<file path="src/rtl/sdram_mem_tester.sv">
// Built-in write/read-back self test that drives the SDRAM controller's single-beat AXI-style port.
// Build option SDRAM_MEM_TESTER_LFSR_EN selects a 16-bit LFSR pattern; the default pattern is address XOR 0xAAAA.
module sdram_mem_tester #(
   parameter int ADDR_WIDTH     = 25,
   parameter int DATA_WIDTH     = 16,
   parameter int START_ADDR     = 0,
   parameter int WORD_COUNT     = 1024,
   parameter int ERR_CNT_WIDTH  = 16,
   parameter int TIMEOUT_CYCLES = 255
) (
   input  logic                     clk,
   input  logic                     reset,
   input  logic                     start,
   output logic                     busy,
   output logic                     done,
   output logic                     pass,
   output logic [ERR_CNT_WIDTH-1:0] error_count,
   output logic [ADDR_WIDTH-1:0]    first_error_addr,
   output logic [ADDR_WIDTH-1:0]    m_axi_awaddr,
   output logic                     m_axi_awvalid,
   input  logic                     m_axi_awready,
   output logic [DATA_WIDTH-1:0]    m_axi_wdata,
   output logic                     m_axi_wvalid,
   input  logic                     m_axi_wready,
   output logic [ADDR_WIDTH-1:0]    m_axi_araddr,
   output logic                     m_axi_arvalid,
   input  logic                     m_axi_arready,
   input  logic [DATA_WIDTH-1:0]    m_axi_rdata,
   input  logic                     m_axi_rvalid,
   output logic                     m_axi_rready
);

   localparam int CNT_WIDTH = (WORD_COUNT > 1) ? $clog2(WORD_COUNT) : 1;
   localparam int TMO_WIDTH = (TIMEOUT_CYCLES > 1) ? $clog2(TIMEOUT_CYCLES) : 1;
   localparam logic [ADDR_WIDTH-1:0] START_WORD = ADDR_WIDTH'(START_ADDR);

   typedef enum logic [2:0] {IDLE, WRITE, READ_REQ, READ_WAIT, DONE} state_t;

   state_t                   state;
   logic [ADDR_WIDTH-1:0]    addr;
   logic [ADDR_WIDTH-1:0]    addr_next;
   logic [DATA_WIDTH-1:0]    pattern;
   logic [DATA_WIDTH-1:0]    seed_pattern;
   logic [DATA_WIDTH-1:0]    step_pattern;
   logic [CNT_WIDTH-1:0]     word_cnt;
   logic [TMO_WIDTH-1:0]     wait_cnt;
   logic [ERR_CNT_WIDTH-1:0] err_cnt_inc;
   logic                     last_word;
   logic                     read_event;
   logic                     read_error;

   // Address arithmetic wraps naturally at 2^ADDR_WIDTH.
   assign addr_next   = addr + 1'b1;
   assign last_word   = (word_cnt == CNT_WIDTH'(WORD_COUNT - 1));
   assign read_event  = m_axi_rvalid || (wait_cnt == TMO_WIDTH'(TIMEOUT_CYCLES - 1));
   assign read_error  = !m_axi_rvalid || (m_axi_rdata != pattern);
   assign err_cnt_inc = (error_count == '1) ? error_count : error_count + 1'b1;

`ifdef SDRAM_MEM_TESTER_LFSR_EN
   // Fibonacci LFSR x^16+x^14+x^13+x^11+1, shifting right with feedback into the MSB.
   assign seed_pattern = DATA_WIDTH'(16'hACE1);
   assign step_pattern = {pattern[0] ^ pattern[2] ^ pattern[3] ^ pattern[5], pattern[DATA_WIDTH-1:1]};
`else
   localparam logic [DATA_WIDTH-1:0] ALT_BITS = {DATA_WIDTH/2{2'b10}};
   assign seed_pattern = DATA_WIDTH'(START_WORD) ^ ALT_BITS;
   assign step_pattern = DATA_WIDTH'(addr_next) ^ ALT_BITS;
`endif

   // NOTE: all state and outputs are assigned with <= so every output is a clean flop.
   always_ff @(posedge clk) begin
      if (reset) begin
         state            <= IDLE;
         addr             <= '0;
         pattern          <= '0;
         word_cnt         <= '0;
         wait_cnt         <= '0;
         busy             <= 1'b0;
         done             <= 1'b0;
         pass             <= 1'b0;
         error_count      <= '0;
         first_error_addr <= '0;
         m_axi_awaddr     <= '0;
         m_axi_awvalid    <= 1'b0;
         m_axi_wdata      <= '0;
         m_axi_wvalid     <= 1'b0;
         m_axi_araddr     <= '0;
         m_axi_arvalid    <= 1'b0;
         m_axi_rready     <= 1'b0;
      end else begin
         case (state)
            IDLE, DONE: begin
               if (start) begin
                  state            <= WRITE;
                  addr             <= START_WORD;
                  pattern          <= seed_pattern;
                  word_cnt         <= '0;
                  error_count      <= '0;
                  first_error_addr <= '0;
                  busy             <= 1'b1;
                  done             <= 1'b0;
                  pass             <= 1'b0;
                  m_axi_awaddr     <= START_WORD;
                  m_axi_wdata      <= seed_pattern;
                  m_axi_awvalid    <= 1'b1;
                  m_axi_wvalid     <= 1'b1;
               end
            end
            WRITE: begin
               // Address and data are offered together and only accepted as a pair.
               if (m_axi_awready && m_axi_wready) begin
                  if (last_word) begin
                     state         <= READ_REQ;
                     addr          <= START_WORD;
                     pattern       <= seed_pattern;
                     word_cnt      <= '0;
                     m_axi_awvalid <= 1'b0;
                     m_axi_wvalid  <= 1'b0;
                     m_axi_araddr  <= START_WORD;
                     m_axi_arvalid <= 1'b1;
                     m_axi_rready  <= 1'b1;
                  end else begin
                     addr         <= addr_next;
                     pattern      <= step_pattern;
                     word_cnt     <= word_cnt + 1'b1;
                     m_axi_awaddr <= addr_next;
                     m_axi_wdata  <= step_pattern;
                  end
               end
            end
            READ_REQ: begin
               if (m_axi_arready) begin
                  state         <= READ_WAIT;
                  m_axi_arvalid <= 1'b0;
                  wait_cnt      <= '0;
               end
            end
            READ_WAIT: begin
               // A missing response is scored like a mismatch and the sweep moves on.
               if (read_event) begin
                  if (read_error) begin
                     error_count <= err_cnt_inc;
                     if (error_count == '0) first_error_addr <= addr;
                  end
                  if (last_word) begin
                     state        <= DONE;
                     busy         <= 1'b0;
                     done         <= 1'b1;
                     pass         <= (error_count == '0) && !read_error;
                     m_axi_rready <= 1'b0;
                  end else begin
                     state         <= READ_REQ;
                     addr          <= addr_next;
                     pattern       <= step_pattern;
                     word_cnt      <= word_cnt + 1'b1;
                     m_axi_araddr  <= addr_next;
                     m_axi_arvalid <= 1'b1;
                  end
               end else begin
                  wait_cnt <= wait_cnt + 1'b1;
               end
            end
            default: state <= IDLE;
         endcase
      end
   end

endmodule

</file>
<file path="config.mk">
export PLATFORM = sky130hd
export DESIGN_NAME = sdram_mem_tester
export DESIGN_NICKNAME = d
export VERILOG_FILES = /design/src/rtl/sdram_mem_tester.sv
export SDC_FILE = /design/constraint.sdc
export NUM_CORES = 1
export LEC_CHECK = 0
export ABC_CLOCK_PERIOD_IN_PS = 2430
export CAP_MARGIN = 40
export CORE_MARGIN = 3
export CORE_UTILIZATION = 52
export CTS_BUF_LIST = sky130_fd_sc_hd__clkbuf_16
export CTS_CLUSTER_SIZE = 30
export DETAILED_ROUTE_END_ITERATION = 6
export PLACE_DENSITY = 0.92
export SYNTH_ARGS = -nofsm -noshare
export SYNTH_HDL_FRONTEND = slang
export SYNTH_SLANG_ARGS = --single-unit
</file>
<file path="constraint.sdc">
create_clock -name clk -period 2.43 [get_ports clk]
set_input_delay 0.729 -clock clk [delete_from_list [all_inputs] [get_ports clk]]
set_output_delay 0.729 -clock clk [all_outputs]
set_load 0.005 [all_outputs]
</file>
Yosys cells after proc, flatten, opt, wreduce, memory -nomap -nowiden
Cells that the tools add are included.
{"block": "word_totals", "regBits": 175, "wordCells": 130, "out_inout_bits": 114, "input_bits": 23}
{"block": "classes", "bitwise_logic": 1, "eq_ne": 20, "n_mux": 63, "add_sub_neg": 4, "reduce_logical": 26}
{"cell": "25-bit two-way mux", "n": 11}
{"cell": "16-bit two-way mux", "n": 10}
{"cell": "25-bit one-hot mux with 2 select lines", "n": 3}
{"cell": "25-bit one-hot mux with 3 select lines", "n": 1}
{"cell": "16-bit one-hot mux with 2 select lines", "n": 2}
{"cell": "10-bit two-way mux", "n": 5}
{"cell": "16-bit one-hot mux with 3 select lines", "n": 1}
{"cell": "10-bit one-hot mux with 3 select lines", "n": 1}
{"cell": "5-bit AND reduction", "n": 6}
{"cell": "25-bit by 1-bit adder with 25-bit output (second input constant)", "n": 1}
{"cell": "2-bit != test (second input constant)", "n": 12}
{"cell": "3-bit two-way mux", "n": 6}
{"cell": "16-bit by 1-bit adder with 16-bit output (second input constant)", "n": 1}
{"cell": "16-bit equality test (second input constant)", "n": 1}
{"cell": "16-bit zero test", "n": 1}
{"cell": "8-bit two-way mux", "n": 2}
{"cell": "16-bit != test", "n": 1}
{"cell": "8-bit one-hot mux with 2 select lines", "n": 1}
{"cell": "1-bit two-way mux", "n": 13}
{"cell": "3-bit one-hot mux with 4 select lines", "n": 1}
{"cell": "4-bit AND reduction", "n": 3}
{"cell": "10-bit by 1-bit adder with 10-bit output (second input constant)", "n": 1}
{"cell": "10-bit equality test (second input constant)", "n": 1}
{"cell": "1-bit one-hot mux with 2 select lines", "n": 5}
{"cell": "16 further kinds", "n": 24}

Longest topological paths before layout
Gate-level depths: netlist of run 1.
{"block": "depth", "word_depth": 7, "ltp_mapped": 9, "depth_no_buf": 8}

Worst setup path before layout of run 1
No wires, ideal clock.
{"block": "synth_timing", "kind": "input port to flip-flop", "from": "input port m_axi_rdata[7]", "to": "register first_error_addr[10]", "path_buffers": 1, "setup_slack_ns": 0.181, "required_ns": 2.298, "setup_ns": 0.132, "arrival_time_ns": 2.117, "path_stages": 7, "path_cell_list": "xor2_1 > or4_1 > nor3_2 > a21oi_2 > clkbuf_1 > nand4_1 > a21oi_1"}
{"block": "synth_via", "elab_chain_cells": 4}
{"element": "start: declaration", "line": "28", "text": "input logic [DATA_WIDTH-1:0] m_axi_rdata,"}
{"element": "16-bit != test", "line": "56", "text": "assign read_error = !m_axi_rvalid || (m_axi_rdata != pattern);"}
{"element": "1-bit logical OR", "line": "56"}
{"element": "2-bit != test (no source line)"}
{"element": "5-bit AND reduction (no source line)"}
{"element": "end signal: assignment", "line": "142", "text": "if (error_count == '0) first_error_addr <= addr;"}
{"element": "end: declaration", "line": "18", "text": "output logic [ADDR_WIDTH-1:0] first_error_addr,"}
No other way between the ends.
A chain may end at the register's enable or synchronous reset.

Final worst setup path of run 1
{"block": "layout_timing", "from": "input port m_axi_rdata[14]", "to": "register error_count[6]"}
{"block": "layout_via", "elab_chain_cells": 4}
{"element": "16-bit != test", "line": "56"}
{"element": "1-bit logical OR", "line": "56"}
{"element": "2-bit != test (no source line)"}
{"element": "5-bit AND reduction (no source line)"}
{"element": "end signal: assignment", "line": "141", "text": "error_count <= err_cnt_inc;"}
{"element": "end: declaration", "line": "17", "text": "output logic [ERR_CNT_WIDTH-1:0] error_count,"}
No other way between the ends.

==> impl_metrics.sql, run 1 <==
INSERT INTO impl_metrics (metric_group, metric, value, unit) VALUES
('logic_synthesis', 'synth_sequential_area_ratio', '43.62', '%'),
('clock_network', 'clock_sink_count', '159', ''),
('worst_setup_path', 'critical_path_peak_fanout', '5', ''),
('logic_synthesis', 'synth_commonest_cells', 'dfxtp_1 (159), a21oi_1 (87), o21ai_0 (83)', ''),
('placed_design', 'dp.final_hpwl', '16490', 'µm'),
('logic_synthesis', 'synth_enable_flop_cells', '0', ''),
('logic_synthesis', 'share_of_the_synthesized_area_in_compound_gates_ao_oa_aoi_oai', '22.07', '%'),
('timing', 'final.min_clock_period', '2.412', 'ns'),
('logic_synthesis', 'syn_area', '7297', 'µm²'),
('routing', 'vias_per_cell', '6.460', ''),
('global_route', 'grt.total_usage', '29.50', '%'),
('logic_synthesis', 'syn_nets', '900', ''),
('run', 'max-cap-violations', '0', ''),
('logic_synthesis', 'netlist.top_cell.by_area', 'dfxtp_1', ''),
('floorplan', 'fp.coreArea', '13510', 'µm²'),
('worst_setup_path', 'critical_path_endpoint', 'error_count[6]$_SDFFE_PP0P_', ''),
('routing', 'first_pass_drt_iterations', '7', ''),
('routing', 'post-route-drc-count', '9', ''),
('worst_setup_path', 'worst_path_dominant_cell_family', 'simple AND/OR/NAND/NOR gates', ''),
('clock_network', 'cts_max_level', '4', ''),
('routing', 'vias', '7823', ''),
('global_route', 'pin_count_of_the_biggest_net_entering_global_routing', '52', ''),
('worst_setup_path', 'setup.worst_path.start_class', 'input pin', ''),
('worst_setup_path', 'worst_path_max_delay_cell', 'or4_4', ''),
('min_path', 'hold_class', 'reg2reg', ''),
('cells_and_area', 'antenna_cells', '0', ''),
('clock_network', 'clock_tree_from_tritoncts', 'built', ''),
('cells_and_area', 'num-nets-final', '1051', ''),
('timing', 'final-hold-violation-count', '0', ''),
('global_route', 'gr-total-overflow', '0', ''),
('logic_synthesis', 'synth.yosys.warnings', '0', ''),
('worst_setup_path', 'startpoint_to_endpoint_class_of_the_critical_path', 'in2reg', ''),
('clock_network', 'clock-root-buffer', 'clkbuf_16', ''),
('logic_synthesis', 'ys_dominant_reg_cell', 'dfxtp_1', ''),
('routing', 'routed_wl', '23990', 'µm'),
('clock_network', 'cts_buffers', '17', ''),
('pwr', 'power_leakage', '3.346', 'nW'),
('logic_synthesis', 'synth_fa_ha_area_share', '1.029', '%'),
('floorplan', 'start_util', '54.03', '%'),
('timing', 'setup_violation_total_in_the_final_timing_report', '0', ''),
('placed_design', 'gp_congestion', '0.9578', ''),
('clock_network', 'clockBufferDepth', '2', ''),
('pwr', 'power.density_cell_area', '576.2', 'nW/µm²'),
('timing', 'maxSlewHeadroom', '52.14', '%'),
('floorplan', 'top_level_ports', '137', ''),
('worst_setup_path', 'regToRegSetupSlack', '0.10', 'ns'),
('floorplan', 'chipWidth', '124.5', 'µm'),
('worst_setup_path', 'worst_setup_path_startpoint', 'm_axi_rdata[14]', ''),
('timing', 'grt_setup_unrepaired', 'true', ''),
('cells_and_area', 'stdcell_area', '9697', 'µm²'),
('pwr', 'peakVddDrop', '0.4668', 'mV'),
('cells_and_area', 'fillerInstances', '945', ''),
('worst_setup_path', 'cpPeakStageDelay', '0.51', 'ns'),
('global_route', 'vias_in_the_first_global_route', '7491', ''),
('outcome', 'violations', 'DRC', ''),
('cells_and_area', 'areaGrowthSynthToFinish', '32.89', '%'),
('pwr', 'post-layout-total-power', '5.588', 'mW'),
('global_route', 'first_pass_grt_wire_length', '37630', 'µm'),
('routing', 'final_antenna_net_count', '0', ''),
('logic_synthesis', 'most_frequent_cell_after_synthesis', 'dfxtp_1', ''),
('outcome', 'result_of_the_run', 'finished, violations left', ''),
('worst_setup_path', 'timing.critical_path.cells', 'clkdlybuf4s50_1 -> xor2_1 -> or4_4 -> nor3_4 -> a21o_4 -> buf_4 -> o21ai_0 -> a21oi_1', ''),
('floorplan', 'placement_rows', '42', ''),
('clock_network', 'worst_skew_pair.late_latency', '0.43', 'ns'),
('clock_network', 'cts.clk_slew.worst_paths', '0.06', 'ns'),
('timing', 'clk_skew', '0.008271', 'ns'),
('logic_synthesis', 'yosysTopAreaCellShare', '43.62', '%'),
('routing', 'avgRoutedWirePerCell', '19.81', 'µm'),
('placed_design', 'count_of_input_and_output_buffers', '136', ''),
('logic_synthesis', 'syn_avg_cell_area', '8.378', 'µm²'),
('logic_synthesis', 'synthMuxAreaShare', '0.1372', '%');
[layer usage]
layer  wire length (µm)  GRT usage [%]  vias to the layer above
li1                   -              -                     3489
met1               9184          36.19                     3681
met2              11320          47.93                      538
met3               2376          7.719                      115
met4               1110          14.76                        0
met5                  0              0                        -
[worst min-delay path by stage]
stage | startpoint | end | cells past startpoint
floorplan | m_axi_awaddr[21]$_SDFFE_PP0P_ | m_axi_awaddr[21]$_SDFFE_PP0P_ | 2
global placement | m_axi_awaddr[17]$_SDFFE_PP0P_ | m_axi_awaddr[17]$_SDFFE_PP0P_ | 2
detailed placement | m_axi_araddr[11]$_SDFFE_PP0P_ | m_axi_araddr[11]$_SDFFE_PP0P_ | 2
CTS | m_axi_araddr[11]$_SDFFE_PP0P_ | m_axi_araddr[11]$_SDFFE_PP0P_ | 2
global route | m_axi_araddr[16]$_SDFFE_PP0P_ | m_axi_araddr[16]$_SDFFE_PP0P_ | 2
finish | m_axi_araddr[11]$_SDFFE_PP0P_ | m_axi_araddr[11]$_SDFFE_PP0P_ | 2
[flip-flops by register name (all words and copies together), names as in the netlist]
signal / count
error_count: 16
addr: 25
busy: 1
m_axi_awaddr: 25
m_axi_wdata: 8
pattern: 8
state: 3
word_cnt: 10
m_axi_arvalid: 1
wait_cnt: 8
m_axi_araddr: 25
m_axi_rready: 1
pass: 1
first_error_addr: 25
m_axi_wvalid: 1
done: 1
[cell families (layout without fill, tap and decap cells)]
group | Yosys count | after routing
AOI/OAI and AO/OA | 263 | 263
buffers and inverters | 92 | 256
muxes | 1 | 1
and+or+nand+nor | 307 | 307
adders and majority gates | 6 | 6
DFF | 159 | 159
xor gates and xnor gates | 43 | 43
[stage by stage]
step | worst slack (ns) | setup TNS [ns] | instances | util, %
global placement | -0.3758 | -26.56 | 1177 | 67.33
global route | -0.02674 | -0.09683 | 1211 | 71.80
floorplan | 0.1808 | 0 | 871 | -
CTS | 0.007671 | 0 | 1210 | 71.38
finish | 0.01808 | 0 | 1211 | 71.80
detailed placement | -0.4553 | -31.29 | 1178 | 67.37
[repair_timing]
| item | in CTS | in global routing |
|---|---|---|
| setup endpoints to repair | 3 | 21 |
| pin swaps | 1 | 4 |
| cloned | 0 | 1 |
| hold buffers | 0 | 0 |
| gates resized for setup | 4 | 9 |
| buffers inserted | 0 | 0 |
[worst reg2reg max path, delay by kind of cell, from the launching register on]
kind / cells / cell delay [ns]
buf+inv: 1 / 0.29
simple gates: 2 / 0.29
fa+ha+maj: 1 / 0.30
compound gates: 3 / 0.90
flops: 1 / 0.41
[placed cells by master (no fill, tap or decap), types with 4 or more instances in the layout]
cell	instances
clkinv_2	5
and4_1	5
o21ai_0	81
inv_1	12
or3_1	8
nor3_1	21
nand2_1	59
a211oi_1	8
o21ai_1	4
and3_1	9
a21oi_1	86
a22o_1	10
clkbuf_16	18
nor3_2	6
xor2_1	16
nand3_1	42
clkdlybuf4s50_1	133
o211ai_1	12
nor4_1	9
o211a_1	4
or4_1	5
ha_1	6
a31oi_1	8
buf_4	68
nand2b_1	4
nand4_1	49
buf_12	5
a22oi_1	11
o31ai_1	4
nor2_1	65
dfxtp_1	159
o22ai_1	6
xnor2_1	27
[report_power, final]
part / internal, mW / total [mW] / switching, mW
Clock: 1.29 / 2.38 / 1.08
Sequential: 2.64 / 2.68 / 0.0323
Combinational: 0.235 / 0.533 / 0.298
Total: 4.17 / 5.59 / 1.41
[layout make-up]
cell class,count,area (µm²),share of cell area [%]
inverter,13,48.80,0.5032
multi-input combinational,620,3722,38.39
clock buffer,17,425.4,4.387
clock inverter,15,95.09,0.9806
sequential,159,3183,32.83
timing repair buffer,211,2002,20.65
tap,176,220.2,2.271
No activity file was read; power rests on OpenSTA's default activity.
==> run 2, diff against run 1 <==
--- a/config.mk
+++ b/config.mk
@@ -7,12 +7,14 @@
 export LEC_CHECK = 0
 export ABC_CLOCK_PERIOD_IN_PS = 2430
 export CAP_MARGIN = 40
-export CORE_MARGIN = 3
+export CORE_MARGIN = 4
 export CORE_UTILIZATION = 52
 export CTS_BUF_LIST = sky130_fd_sc_hd__clkbuf_16
 export CTS_CLUSTER_SIZE = 30
 export DETAILED_ROUTE_END_ITERATION = 6
 export PLACE_DENSITY = 0.92
+export REMOVE_ABC_BUFFERS = 1
+export SLEW_MARGIN = 10
 export SYNTH_ARGS = -nofsm -noshare
 export SYNTH_HDL_FRONTEND = slang
 export SYNTH_SLANG_ARGS = --single-unit
==> run 2 against run 1 <==
The flow still finishes with violations (DRC). Global-route usage rose by 0.45 points. Worst hold slack improved by 0.0040 ns. Flip-flop and latch count stayed put. Sequential share of layout area decreased by 0.43 points. Combinational power up 5.4%. Worst setup slack improved by 0.0033 ns. Non-clock buffer count increased by 7. Total power grew 1.7%. Largest cell class unchanged. Critical path depth grew 1.
==> impl_metrics.sql, run 2 (synthesis gave the netlist of run 1 again) <==
INSERT INTO impl_metrics (metric_group, metric, value, unit) VALUES
('timing', 'timing.final.max_slew_violations', '0', ''),
('clock_network', 'clock_tree_from_tritoncts', 'built', ''),
('cells_and_area', 'antenna_cells', '0', ''),
('outcome', 'result_of_the_run', 'finished, violations left', ''),
('clock_network', 'cts.clk_slew.worst_paths', '0.06', 'ns'),
('clock_network', 'clock-root-buffer', 'clkbuf_16', ''),
('floorplan', 'top_level_ports', '137', ''),
('pwr', 'power.clock.fraction', '43.0', '%'),
('worst_setup_path', 'critical-path-top-cell-by-count', 'buf_4', ''),
('pwr', 'internal_power', '4.277', 'mW'),
('cells_and_area', 'areaGrowthSynthToFinish', '34.64', '%'),
('worst_setup_path', 'cpPeakStageDelay', '0.54', 'ns'),
('floorplan', 'die_area', '15990', 'µm²'),
('floorplan', 'start_util', '52.77', '%'),
('worst_setup_path', 'r2r_end', 'm_axi_araddr[21]$_SDFFE_PP0P_', ''),
('outcome', 'violations', 'DRC', ''),
('worst_setup_path', 'worstPathRequired', '2.78', 'ns'),
('timing', 'clk_skew', '0.01251', 'ns'),
('worst_setup_path', 'critical_path_endpoint', 'error_count[15]$_SDFFE_PP0P_', ''),
('timing', 'tightest_slew', '0.7253', 'ns'),
('pwr', 'peakVddDrop', '0.4376', 'mV'),
('timing', 'layout_worst_path_cycle_share', '99.12', '%'),
('worst_setup_path', 'critical_path_peak_fanout', '4', ''),
('global_route', 'antenna_found_initial', '1', ''),
('floorplan', 'die-height', '126.5', 'µm'),
('placed_design', 'gp_congestion', '0.9470', ''),
('worst_setup_path', 'end_kind', 'flop', ''),
('pwr', 'power.share.combinational', '9.9', '%'),
('timing', 'maxSlewHeadroom', '51.30', '%'),
('global_route', 'first_pass_grt_wire_length', '38990', 'µm'),
('cells_and_area', 'fillerInstances', '944', ''),
('run', 'max-cap-violations', '0', ''),
('routing', 'routed_wl', '24960', 'µm'),
('worst_setup_path', 'setup.worst_path.start_class', 'input pin', ''),
('clock_network', 'post_cts_hold_buffer_count', '0', ''),
('worst_setup_path', 'timing.rr.start', 'addr[10]$_SDFFE_PP0P_', ''),
('cells_and_area', 'num-nets-final', '1058', ''),
('pwr', 'post-layout-total-power', '5.684', 'mW'),
('worst_setup_path', 'worst_setup_path_startpoint', 'm_axi_rdata[2]', ''),
('worst_setup_path', 'worst_path_max_delay_cell', 'clkdlybuf4s50_1', ''),
('min_path', 'hold_class', 'reg2reg', ''),
('worst_setup_path', 'timing.critical_path.cells', 'clkdlybuf4s50_1 -> xor2_2 -> or4_4 -> nor3_4 -> a21o_2 -> buf_4 -> buf_4 -> or3_1 -> a221oi_2', ''),
('pwr', 'power.density_cell_area', '578.6', 'nW/µm²'),
('worst_setup_path', 'worstRegToRegCells', '6', ''),
('routing', 'vias_per_cell', '6.525', ''),
('placed_design', 'count_of_input_and_output_buffers', '136', ''),
('timing', 'final.min_clock_period', '2.409', 'ns'),
('timing', 'fin_tns_setup', '0', 'ns'),
('floorplan', 'fp.coreArea', '13830', 'µm²'),
('placed_design', 'dp.final_hpwl', '16450', 'µm'),
('routing', 'vias', '7973', ''),
('timing', 'final-hold-violation-count', '0', ''),
('pwr', 'power_leakage', '3.419', 'nW'),
('pwr', 'p_sw_share', '24.76', '%'),
('cells_and_area', 'post_route_cells_drive_above_1_share', '14.20', '%'),
('global_route', 'gr-total-overflow', '0', ''),
('clock_network', 'worst_skew_pair.late_latency', '0.44', 'ns'),
('routing', 'avgRoutedWirePerCell', '20.43', 'µm'),
('clock_network', 'clockBufferDepth', '2', ''),
('clock_network', 'cts_buffers', '17', ''),
('worst_setup_path', 'worst_ep_arrival_time', '2.76', 'ns'),
('global_route', 'vias_in_the_first_global_route', '7634', ''),
('timing', 'setup_violation_total_in_the_final_timing_report', '0', ''),
('cells_and_area', 'most-common-layout-cells', 'dfxtp_1 (159), clkdlybuf4s50_1 (132), a21oi_1 (86)', ''),
('timing', 'maxClockFrequency', '0.4152', 'GHz'),
('clock_network', 'cts_max_level', '4', ''),
('global_route', 'pin_count_of_the_biggest_net_entering_global_routing', '59', ''),
('worst_setup_path', 'regToRegSetupSlack', '0.12', 'ns'),
('routing', 'first_pass_drt_iterations', '7', ''),
('worst_setup_path', 'startpoint_to_endpoint_class_of_the_critical_path', 'in2reg', ''),
('floorplan', 'placement_rows', '43', ''),
('cells_and_area', 'mostFrequentLayoutCell', 'dfxtp_1', ''),
('routing', 'initial_drt_markers', '1291', ''),
('timing', 'fin_worst_hold_slack', '0.4538', 'ns'),
('clock_network', 'clock_sink_count', '159', ''),
('routing', 'post-route-drc-count', '1', ''),
('min_path', 'hold_path.startpoint', 'm_axi_araddr[3]$_SDFFE_PP0P_', ''),
('global_route', 'grt.total_usage', '29.95', '%'),
('pwr', 'seq_power_share', '47.1', '%'),
('floorplan', 'chipWidth', '126.5', 'µm'),
('routing', 'final_antenna_net_count', '0', ''),
('pwr', 'p_switching', '1.407', 'mW');
run 2: cell count changes in the layout (fill, tap and decap cells not counted), moves of 2 or more:
cell     previous run  this run
buf_4              68        76
xor2_2              0         3
o21ai_1             4         2
xor2_1             16        13
inv_6               3         0
inv_1              12        14
buf_2               2         0
run 2: worst max-delay path: cells and delay by family:
family | cells | cell delay (ns)
AOI/OAI and AO/OA | 2 | 0.42
buffers and inverters | 3 | 0.83
and+or+nand+nor | 3 | 0.59
xor gates and xnor gates | 1 | 0.20
run 2: metal layers:
metal | up-vias | GRT usage [%] | wire (µm)
li1 | 3504 | - | -
met4 | 2 | 17.60 | 1458
met1 | 3698 | 38.52 | 9351
met2 | 612 | 45.64 | 11240
met3 | 157 | 7.411 | 2895
met5 | - | 0 | 13
run 2: worst min path at each step:
| stage | end | slack, ns | cells after the start |
|---|---|---|---|
| after floorplan | m_axi_araddr[10]$_SDFFE_PP0P_ | 0.44 | 2 |
| after detailed placement | m_axi_araddr[3]$_SDFFE_PP0P_ | 0.45 | 2 |
| after global placement | m_axi_awaddr[19]$_SDFFE_PP0P_ | 0.44 | 2 |
| after global routing | m_axi_awaddr[21]$_SDFFE_PP0P_ | 0.48 | 2 |
| final | m_axi_araddr[3]$_SDFFE_PP0P_ | 0.45 | 2 |
| after CTS | m_axi_araddr[3]$_SDFFE_PP0P_ | 0.45 | 2 |
run 2: repair_timing:
item	4_1_cts	5_1_grt
pin swaps	2	4
resized for setup	4	16
setup endpoints to repair	26	47
gates cloned	0	1
setup buffers	2	1
run 2: power groups by stage:
| stage | logic (mW) | clock network [mW] | registers (mW) |
|---|---|---|---|
| CTS | 0.527 | 2.45 | 2.67 |
| global route | 0.591 | 2.58 | 2.68 |
| global placement | 0.505 | 0 | 2.73 |
| detailed placement | 0.515 | 0 | 2.73 |
| floorplan | 0.201 | 0 | 2.73 |
| finish | 0.562 | 2.45 | 2.68 |
run 2: area by class of cell:
type / instances / area (µm²) / area share [%]
Clock buffer: 17 / 425.4 / 4.330
Tap cell: 180 / 225.2 / 2.292
Timing Repair Buffer: 218 / 2074 / 21.12
Clock inverter: 15 / 108.9 / 1.108
Multi-Input combinational cell: 620 / 3759 / 38.26
Inverter: 13 / 48.80 / 0.4967
Sequential cell: 159 / 3183 / 32.40
run 2: through the flow:
stage / instances / util (%) / worst slack [ns] / cell area, µm²
finish: 1222 / 71.05 / 0.02137 / 9824
global route: 1222 / 71.05 / -0.02934 / 9824
CTS: 1220 / 70.27 / 0.0002369 / 9717
detailed placement: 1186 / 66.18 / -0.4466 / 9151
global placement: 1186 / 66.18 / -0.4068 / 9151
floorplan: 792 / - / -0.8294 / 6905
==> run 3, diff against run 2 <==
--- a/config.mk
+++ b/config.mk
@@ -13,7 +13,6 @@
 export CTS_CLUSTER_SIZE = 30
 export DETAILED_ROUTE_END_ITERATION = 6
 export PLACE_DENSITY = 0.92
-export REMOVE_ABC_BUFFERS = 1
 export SLEW_MARGIN = 10
 export SYNTH_ARGS = -nofsm -noshare
 export SYNTH_HDL_FRONTEND = slang
==> run 3 against run 2 <==
Die area is the same. The flow finishes with violations (DRC, setup timing). Non-clock buffer count shrank 4. Critical path type unchanged. Clock skew shrank 0.0056 ns.
==> impl_metrics.sql, run 3 (synthesis gave the netlist of run 1 again) <==
INSERT INTO impl_metrics (metric_group, metric, value, unit) VALUES
('timing', 'timing.final.ws_setup', '-0.1507', 'ns'),
('cells_and_area', 'areaGrowthSynthToFinish', '33.50', '%'),
('global_route', 'vias_in_the_first_global_route', '7312', ''),
('routing', 'vias_per_cell', '6.517', ''),
('clock_network', 'clock_sink_count', '159', ''),
('pwr', 'post-layout-total-power', '5.657', 'mW'),
('routing', 'final_antenna_net_count', '0', ''),
('cells_and_area', 'antenna_cells', '0', ''),
('global_route', 'grt.total_usage', '28.78', '%'),
('worst_setup_path', 'worstPathRequired', '2.77', 'ns'),
('timing', 'clk_skew', '0.006960', 'ns'),
('clock_network', 'post_cts_hold_buffer_count', '0', ''),
('routing', 'routed_wl', '24180', 'µm'),
('timing', 'layout_worst_path_cycle_share', '106.2', '%'),
('global_route', 'antenna_found_initial', '0', ''),
('cells_and_area', 'layout.cells.non_filler', '1217', ''),
('global_route', 'gr-total-overflow', '0', ''),
('routing', 'initial_drt_markers', '1359', ''),
('floorplan', 'placement_rows', '43', ''),
('global_route', 'first_pass_grt_wire_length', '37630', 'µm'),
('timing', 'tightest_slew', '0.6305', 'ns'),
('pwr', 'power.density_cell_area', '580.7', 'nW/µm²'),
('routing', 'vias', '7931', ''),
('placed_design', 'dp.final_hpwl', '16050', 'µm'),
('cells_and_area', 'post_route_cells_drive_above_1_share', '12.92', '%'),
('floorplan', 'die_area', '15990', 'µm²'),
('floorplan', 'top_level_ports', '137', ''),
('cells_and_area', 'most-common-layout-cells', 'dfxtp_1 (159), clkdlybuf4s50_1 (132), a21oi_1 (87)', ''),
('worst_setup_path', 'worst_ep_arrival_time', '2.93', 'ns'),
('placed_design', 'count_of_input_and_output_buffers', '136', ''),
('routing', 'post-route-drc-count', '4', ''),
('floorplan', 'fp.coreArea', '13830', 'µm²'),
('floorplan', 'die-height', '126.5', 'µm'),
('pwr', 'peakVddDrop', '0.5342', 'mV'),
('clock_network', 'clock-root-buffer', 'clkbuf_16', ''),
('worst_setup_path', 'timing.critical_path.cells', 'clkdlybuf4s50_1 -> xnor2_1 -> nand3_1 -> nor3_1 -> a21o_4 -> buf_12 -> o21ai_0 -> a21oi_1', ''),
('min_path', 'timing.hold.worst_path_depth', '2', ''),
('timing', 'timing.final.max_slew_violations', '0', ''),
('cells_and_area', 'post-route-util', '70.46', '%'),
('worst_setup_path', 'critical_path_peak_fanout', '25', ''),
('worst_setup_path', 'worst_path_dominant_cell_family', 'simple AND/OR/NAND/NOR gates', ''),
('worst_setup_path', 'startpoint_to_endpoint_class_of_the_critical_path', 'in2reg', ''),
('worst_setup_path', 'cpPeakStageDelay', '0.54', 'ns'),
('cells_and_area', 'num-nets-final', '1054', ''),
('clock_network', 'clockBufferDepth', '2', ''),
('timing', 'final.min_clock_period', '2.581', 'ns'),
('cells_and_area', 'mostFrequentLayoutCell', 'dfxtp_1', ''),
('outcome', 'violations', 'DRC, setup timing', ''),
('floorplan', 'chipWidth', '126.5', 'µm'),
('outcome', 'result_of_the_run', 'finished, violations left', ''),
('placed_design', 'gp_congestion', '0.9164', ''),
('placed_design', 'post_dp_cell_area', '9121', 'µm²'),
('worst_setup_path', 'worstRegToRegCells', '7', ''),
('worst_setup_path', 'worst_path_max_delay_cell', 'nor3_1', ''),
('placed_design', 'numPlacedInstances', '1184', ''),
('run', 'max-cap-violations', '0', ''),
('timing', 'setup_violation_total_in_the_final_timing_report', '12', ''),
('timing', 'maxClockFrequency', '0.3875', 'GHz'),
('clock_network', 'cts_buffers', '17', ''),
('timing', 'final-hold-violation-count', '0', ''),
('clock_network', 'cts.clk_slew.worst_paths', '0.06', 'ns'),
('clock_network', 'clock_tree_from_tritoncts', 'built', ''),
('min_path', 'hold_class', 'reg2reg', ''),
('pwr', 'power_leakage', '3.379', 'nW'),
('worst_setup_path', 'setup.worst_path.start_class', 'input pin', ''),
('worst_setup_path', 'worstPathBufferInverterCount', '2', ''),
('routing', 'avgRoutedWirePerCell', '19.87', 'µm'),
('clock_network', 'cts_max_level', '4', ''),
('clock_network', 'worst_skew_pair.late_latency', '0.43', 'ns'),
('worst_setup_path', 'cp.depth', '8', ''),
('worst_setup_path', 'end_kind', 'flop', ''),
('timing', 'maxSlewHeadroom', '57.64', '%'),
('floorplan', 'start_util', '52.77', '%'),
('routing', 'first_pass_drt_iterations', '7', ''),
('cells_and_area', 'stdcell_area', '9742', 'µm²'),
('global_route', 'pin_count_of_the_biggest_net_entering_global_routing', '101', '');
==> run 3: path summary, 6_finish.rpt <==
path                                      start                               end  slack (ns)
setup / recovery                 m_axi_rdata[8]  first_error_addr[8]$_SDFFE_PP0P_       -0.15
hold / removal    m_axi_araddr[12]$_SDFFE_PP0P_     m_axi_araddr[12]$_SDFFE_PP0P_        0.45
setup reg to reg          state[0]$_SDFFE_PP0P_  first_error_addr[8]$_SDFFE_PP0P_       -0.04
hold reg to reg   m_axi_araddr[12]$_SDFFE_PP0P_     m_axi_araddr[12]$_SDFFE_PP0P_        0.45
==> run 3: power by group <==
part / switching (mW) / internal [mW] / leakage (nW)
combinational: 0.300 / 0.228 / 1.83
clock: 1.07 / 1.38 / 0.266
sequential: 0.0356 / 2.65 / 1.29
==> run 3: worst reg2reg max path: cells and delay by family (launching register included) <==
kind            cells  cell delay, ns
compound gates      3            0.63
buf+inv             1            0.16
flops               1            0.57
simple gates        3            1.01
==> run 3: what timing repair did <==
action                     CTS  global route
setup endpoints to repair    8            29
gates resized for setup      0            12
cloned                       0             1
buffers inserted             0             1
pin swaps                    1             6
==> run 3: stage by stage <==
step | setup TNS [ns] | hold slack, ns | worst slack, ns
detailed placement | -31.15 | 0.4451 | -0.4703
finish | -0.3493 | 0.4508 | -0.1507
global placement | -28.42 | 0.4351 | -0.3836
CTS | 0 | 0.4536 | 0.02537
floorplan | 0 | 0.4460 | 0.1808
global route | -1.719 | 0.4824 | -0.1731
==> run 3: area by class of cell <==
type	count	area, µm²
clock buffers	17	425.4
clock inverters	14	105.1
fillers	959	4085
inverters	13	48.80
multi-input cells	620	3721
flip-flops and latches	159	3183
well taps	180	225.2
repair buffers	214	2033
==> run 3: metal layers <==
metal | global-route usage, % | vias up | wire length, µm
li1 | - | 3481 | -
met1 | 37.25 | 3740 | 9104
met2 | 45.05 | 600 | 11260
met4 | 14.51 | 0 | 1185
met5 | 0 | - | 0
met3 | 6.779 | 110 | 2637
